File: config.mk
export PLATFORM = sky130hd
export DESIGN_NAME = dmem_wait_ctrl
export DESIGN_NICKNAME = d
export VERILOG_FILES = /design/src/rtl/dmem_wait_ctrl.sv
export SDC_FILE = /design/constraint.sdc
export NUM_CORES = 1
export LEC_CHECK = 0
export BUFFER_PORTS_ARGS = -buffer_cell sky130_fd_sc_hd__buf_4
export CORE_MARGIN = 2
export CORE_UTILIZATION = 30
export DETAILED_ROUTE_END_ITERATION = 10
export PLACE_DENSITY = 0.56
export SLEW_MARGIN = 25
export SYNTH_ARGS = -nofsm -noshare
export SYNTH_HDL_FRONTEND = slang
export SYNTH_SLANG_ARGS = --single-unit
File: constraint.sdc
create_clock -name clk -period 4.8 [get_ports clk]
set_clock_uncertainty 0.05 [all_clocks]
set_input_delay 0.96 -clock clk [delete_from_list [all_inputs] [get_ports clk]]
set_output_delay 0.96 -clock clk [all_outputs]
set_load 0.05 [all_outputs]
File: src/rtl/dmem_wait_ctrl.sv
// dmem_wait_ctrl
//   Data-memory access controller between the core's dmem port and a
//   synchronous single-port SRAM with byte write enables. One request is
//   latched, the SRAM is strobed once, WAIT_CYCLES wait states follow, and a
//   single-cycle acknowledge closes the transaction. Stores are lane-steered
//   with matching byte enables; misaligned or reserved-scope requests are
//   rejected without touching the SRAM but still take the full latency.
//
//   state  | meaning
//   -------+-----------------------------------------------------------
//   IDLE   | no request in flight; sample en_i and latch the request
//   STROBE | drive the SRAM strobe (suppressed when rejected), load cnt
//   WAIT   | count down wait states; capture load data when cnt hits 0
//   ACK    | one-cycle rdata_valid_o (+ misalign_o when rejected)
//
// Ports
//   clk, rst_n        clock (rising edge), async active-low reset
//   en_i              core request, held stable until acknowledged
//   wr_i              1 = store, 0 = load
//   addr_i            byte address
//   wdata_i           store data, right-aligned
//   wscope_i          access size: 00 byte, 01 half, 10 word, 11 reserved
//   rdata_o           last accepted load word (registered)
//   rdata_valid_o     one-cycle acknowledge for loads and stores
//   misalign_o        one-cycle reject flag, coincident with the acknowledge
//   mem_en_o          SRAM strobe, one cycle per accepted request
//   mem_we_o          SRAM byte write enables
//   mem_addr_o        SRAM word address
//   mem_wdata_o       lane-steered SRAM write data
//   mem_rdata_i       SRAM read data, valid the cycle after a read strobe

module dmem_wait_ctrl #(
  parameter int unsigned AW          = 10,
  parameter int unsigned WAIT_CYCLES = 0
) (
  input  logic          clk,
  input  logic          rst_n,
  input  logic          en_i,
  input  logic          wr_i,
  input  logic [31:0]   addr_i,
  input  logic [31:0]   wdata_i,
  input  logic [1:0]    wscope_i,
  output logic [31:0]   rdata_o,
  output logic          rdata_valid_o,
  output logic          misalign_o,
  output logic          mem_en_o,
  output logic [3:0]    mem_we_o,
  output logic [AW-1:0] mem_addr_o,
  output logic [31:0]   mem_wdata_o,
  input  logic [31:0]   mem_rdata_i
);

  typedef enum logic [1:0] {
    S_IDLE   = 2'd0,
    S_STROBE = 2'd1,
    S_WAIT   = 2'd2,
    S_ACK    = 2'd3
  } state_e;

  localparam logic [1:0] SC_BYTE = 2'b00;
  localparam logic [1:0] SC_HALF = 2'b01;
  localparam logic [1:0] SC_WORD = 2'b10;

  localparam logic [3:0] WAIT_LD = 4'(WAIT_CYCLES);

  // Only the bits that reach the SRAM or select lanes are kept.
  logic unused_addr_hi;
  assign unused_addr_hi = ^addr_i[31:AW+2];

  state_e         state_q, state_d;
  logic [3:0]     cnt_q, cnt_d;
  logic           wr_q, wr_d;
  logic [AW+1:0]  addr_q, addr_d;
  logic [31:0]    wdata_q, wdata_d;
  logic [1:0]     scope_q, scope_d;
  logic           rej_q, rej_d;
  logic [31:0]    rdata_q, rdata_d;

  logic [3:0]     lane_we;
  logic [31:0]    lane_wdata;

  // Alignment rule applies to loads and stores alike.
  function automatic logic is_misaligned(input logic [1:0] a, input logic [1:0] sc);
    logic r;
    case (sc)
      SC_BYTE: r = 1'b0;
      SC_HALF: r = a[0];
      SC_WORD: r = (a != 2'b00);
      default: r = 1'b1;
    endcase
    return r;
  endfunction

  // Store lane steering from the latched request.
  always_comb begin
    lane_we    = 4'b0000;
    lane_wdata = 32'h0;
    case (scope_q)
      SC_BYTE: begin
        lane_wdata = {4{wdata_q[7:0]}};
        lane_we    = 4'b0001 << addr_q[1:0];
      end
      SC_HALF: begin
        lane_wdata = {2{wdata_q[15:0]}};
        lane_we    = addr_q[1] ? 4'b1100 : 4'b0011;
      end
      SC_WORD: begin
        lane_wdata = wdata_q;
        lane_we    = 4'b1111;
      end
      default: begin
        lane_wdata = 32'h0;
        lane_we    = 4'b0000;
      end
    endcase
  end

  always_ff @(posedge clk or negedge rst_n) begin
    if (!rst_n) begin
      state_q <= S_IDLE;
      cnt_q   <= 4'd0;
      wr_q    <= 1'b0;
      addr_q  <= '0;
      wdata_q <= 32'h0;
      scope_q <= 2'b00;
      rej_q   <= 1'b0;
      rdata_q <= 32'h0;
    end else begin
      state_q <= state_d;
      cnt_q   <= cnt_d;
      wr_q    <= wr_d;
      addr_q  <= addr_d;
      wdata_q <= wdata_d;
      scope_q <= scope_d;
      rej_q   <= rej_d;
      rdata_q <= rdata_d;
    end
  end

  // Outputs decode state and latched registers only, so en_i never has a
  // combinational path to any output.
  always_comb begin
    state_d       = state_q;
    cnt_d         = cnt_q;
    wr_d          = wr_q;
    addr_d        = addr_q;
    wdata_d       = wdata_q;
    scope_d       = scope_q;
    rej_d         = rej_q;
    rdata_d       = rdata_q;
    rdata_valid_o = 1'b0;
    misalign_o    = 1'b0;
    mem_en_o      = 1'b0;
    mem_we_o      = 4'b0000;
    mem_addr_o    = '0;
    mem_wdata_o   = 32'h0;

    case (state_q)
      S_IDLE: begin
        if (en_i) begin
          wr_d    = wr_i;
          addr_d  = addr_i[AW+1:0];
          wdata_d = wdata_i;
          scope_d = wscope_i;
          rej_d   = is_misaligned(addr_i[1:0], wscope_i);
          state_d = S_STROBE;
        end
      end
      S_STROBE: begin
        if (!rej_q) begin
          mem_en_o   = 1'b1;
          mem_addr_o = addr_q[AW+1:2];
          if (wr_q) begin
            mem_we_o    = lane_we;
            mem_wdata_o = lane_wdata;
          end
        end
        cnt_d   = WAIT_LD;
        state_d = S_WAIT;
      end
      S_WAIT: begin
        if (cnt_q != 4'd0) begin
          cnt_d = cnt_q - 4'd1;
        end else begin
          // SRAM holds its read data until the next access, so capturing
          // after any number of wait states is safe.
          if (!wr_q && !rej_q) begin
            rdata_d = mem_rdata_i;
          end
          state_d = S_ACK;
        end
      end
      S_ACK: begin
        rdata_valid_o = 1'b1;
        misalign_o    = rej_q;
        state_d       = S_IDLE;
      end
      default: begin
        state_d = S_IDLE;
      end
    endcase
  end

  assign rdata_o = rdata_q;

endmodule
==> impl_results.md <==
- ANT nets after route: 0
- Rows: 43
- Status: completed
- M1 WL: roughly 4400 microns
- Via count: ~3100
- Synthesized area: ~4200 sq um
- Clock Latency Late Sink: ~0.34 ns
- Clock share of power: 14.6%
- CTS buffer count: 9
- Slowest stage delay, CP: around 0.95 ns
- Startpoint types: register
- P_leak: 2.82 nW
- Warnings, synthesis: 0
- Syn_area_per_cell: roughly 12 sq um
- Synth Instances: 342
- CTS root buf: clkbuf_16
- Final WL: between 10000 and 15000 microns
- Final setup violation count: 0
- Post-synth top area cell: dfrtp_1
- CTS Hold Bufs: 0
- Switch share: 44.6%
- Max Cap Viol: 0
- Wire length on met2: 5240 microns
- Synth area leaders: dfrtp_1 (52%), mux2_2 (14%), mux2_4 (11%)
- Setup TNS: 0 ns
- Die Y-Extent: approximately 120 microns
- Synth top area share: 51.6%
- Placed cell areas: roughly 5500 sq um
- Initial core utilization: a little under a third
- Highest clock rate: ~290 MHz
- Filler cells: 1327
- DRC: 0
- Seq cells post-synth: 86
- HP Class: reg -> reg
- Top sig layer: met4
- Top-Level Pins: between 150 and 200
- Die Span X: between 100 and 150 microns
- R2R cell count: 5
- Worst-path clk slew: ~0.060 ns
- Final Power: 4.27 mW
- # port buffers: between 150 and 200
- Share of cells above drive strength 1: between 50% and 60%
- Wire length on met3: 932 microns
- Std-Cell Core Area: between 10000 and 15000 sq um
- Slew @ Worst Pin: between 0.9 and 1 ns
- Period utilization: between 70% and 80%
- Post-route design area: 5800 sq um
- PD cells: around 740 nW/um^2
- Post-route minimum period: ~3.5 ns
- Sw Pwr: about 1.9 mW
- Clock H-tree levels: 3
- Crit Path Category: reg -> out
- Initial antenna violation count: 0
- Cell Int Power: 2.37 mW
- Logic pwr share: about 53%
- Critical Path AT: ~2.5 ns
- Critical Path Fanout Max: 33
- Longest Clk Path Bufs: 2
- Final Wtd Congestion: 0.784
- CTS resizes: 0
- DP Wirelength: slightly below 8000 microns
- DRT iter0 DRCs: between 100 and 150
- Setup Buffers After CTS: 0
- Pre-antenna DRT Iters: 4
- Layout overhead on the synthesized area: 39.1%
- Tot GR Track Use: about 15%
- RSZ-0062 raised after global routing: false
- Critical Path RT: approximately 3.8 ns
- Most common cell after layout, fill and taps aside: buf_4
- Rel. slew slack: 38.0%
- Syn_nets: about 450
- First-pass GRT wire length: ~17000 microns
- Power share of the sequential group: about 32%
- Commonest cells after routing, fill and taps aside: buf_4 (165), dfrtp_1 (86), mux2_2 (51)
- Reg2reg start: cnt_q[0]
- Worst Setup SP: scope_q[1]
- WL per Instance: 15.7 microns
- Peak VDD IR: between 0.3 and 0.4 mV
- Sequential cell area fraction in the yosys report: between 50% and 60%
- Worst Hold Launch: addr_q[11]
- Crit-path slowest cell: dfrtp_1
- Hold slack: roughly 0.45 ns
- Critical-path cell list: nor2b_1 -> nand2_1 -> a21oi_1 -> buf_4
- Hold Crit Depth: 1
- Clock sinks: 86
- Largest net degree at the start of global routing: 63
- Distinct cell type count after synthesis: 30
- Hold path endpoint: addr_q[11]
- Final Hold Fails: 0
- # placed instances: between 600 and 700
- Cell Count, Final, Fillers Out: slightly below 700
- R2R setup slack: ~2.5 ns
- R2r endpoint: rdata_o[26]
- Nets@finish: approximately 610
- Crit end category: primary output
- Vias in the first global route: roughly 3300
- Die footprint: 14900 sq um
- CTS tree: yes
- Slew Limit Fails: 0
- Gr ovfl total: 0
- Vias per inst: approximately 4.6
==> cells by family after synthesis <==
family          after synthesis  share of synthesized area (%)
simple gates                 83                           10.3
flops                        86                           51.6
mux                          81                           24.6
fa+ha+maj                     7                           2.10
compound gates               59                           8.37
buf+inv                      26                           3.06
==> worst max-delay path: cells and delay by family (launching register included) <==
| family | cells | cell delay (ns) |
|---|---|---|
| flip-flops | 1 | 0.95 |
| buffers and inverters | 1 | 0.23 |
| AND/OR/NAND/NOR | 2 | 0.75 |
| AO/OA/AOI/OAI | 1 | 0.20 |
==> layer usage <==
| metal | up-vias | GRT usage, % |
|---|---|---|
| met2 | 115 | 24.5 |
| met1 | 1517 | 18.6 |
| met3 | 13 | 5.52 |
| li1 | 1492 | - |
| met4 | 0 | 3.66 |
| met5 | - | 0 |
==> registers in the layout, summed over array words and instances, names as in the netlist <==
| name | cells |
|---|---|
| rdata_o | 32 |
| wdata_q | 32 |
| addr_q | 12 |
| cnt_q | 4 |
| scope_q | 2 |
| state_q | 2 |
| rej_q | 1 |
| wr_q | 1 |
==> final cells by class <==
type                       count  area, sq um  area share (%)
timing repair buffer         165         1240            21.4
clock buffer                  11          233            4.01
sequential                    86         2150            37.1
multi-input combinational    230         1900            32.8
clock inverter                 4         25.0           0.431
tap                          180          225            3.88
antenna                        1         2.50          0.0431
inverter                       6         22.5           0.388
==> worst max path at each step <==
| stage | to | cells after the start | slack (ns) |
|---|---|---|---|
| 2_1_floorplan | mem_addr_o[0] | 5 | 1.88 |
| 3_3_place_gp | mem_wdata_o[23] | 4 | 1.69 |
| 3_5_place_dp | mem_wdata_o[22] | 4 | 1.65 |
| 4_1_cts | mem_wdata_o[22] | 4 | 1.26 |
| 5_1_grt | mem_wdata_o[22] | 4 | 1.09 |
| 6_report | mem_wdata_o[22] | 4 | 1.31 |
==> per-stage QoR <==
step                      setup slack (ns)  utilization (%)
after floorplan                       1.88                -
after global placement                1.69             40.3
after detailed placement              1.65             40.4
after CTS                             1.26             42.3
after global routing                  1.09             42.3
final                                 1.31             42.3
==> cells in the mapped netlist <==
library cell  number
or3b_2             1
o21ai_0           10
inv_1              6
a21oi_2            1
a22o_1             2
o22ai_1            1
nand2_1           34
nand3_1            1
buf_2              6
ha_1               7
nand3_2            1
a21oi_1           30
o21a_1             1
nand2b_1          10
a21o_1            11
nor2b_1            5
nor3b_2            1
a211oi_1           1
clkbuf_1          11
o32a_1             1
or2b_1             1
dfrtp_1           86
o311ai_0           1
mux2_2            51
mux2_4            30
nor3_1             1
nor2_1             7
nand3b_1           2
buf_6              3
and2_1            19
==> power by group through the flow <==
stage	Combinational [mW]	Sequential (mW)	Clock, mW
finish	2.27	1.39	0.623
global route	2.41	1.44	0.680
floorplan	1.27	1.76	0
global placement	2.26	1.38	0
detailed placement	2.29	1.39	0
CTS	2.29	1.39	0.648
No activity file was read; power rests on OpenSTA's default activity.
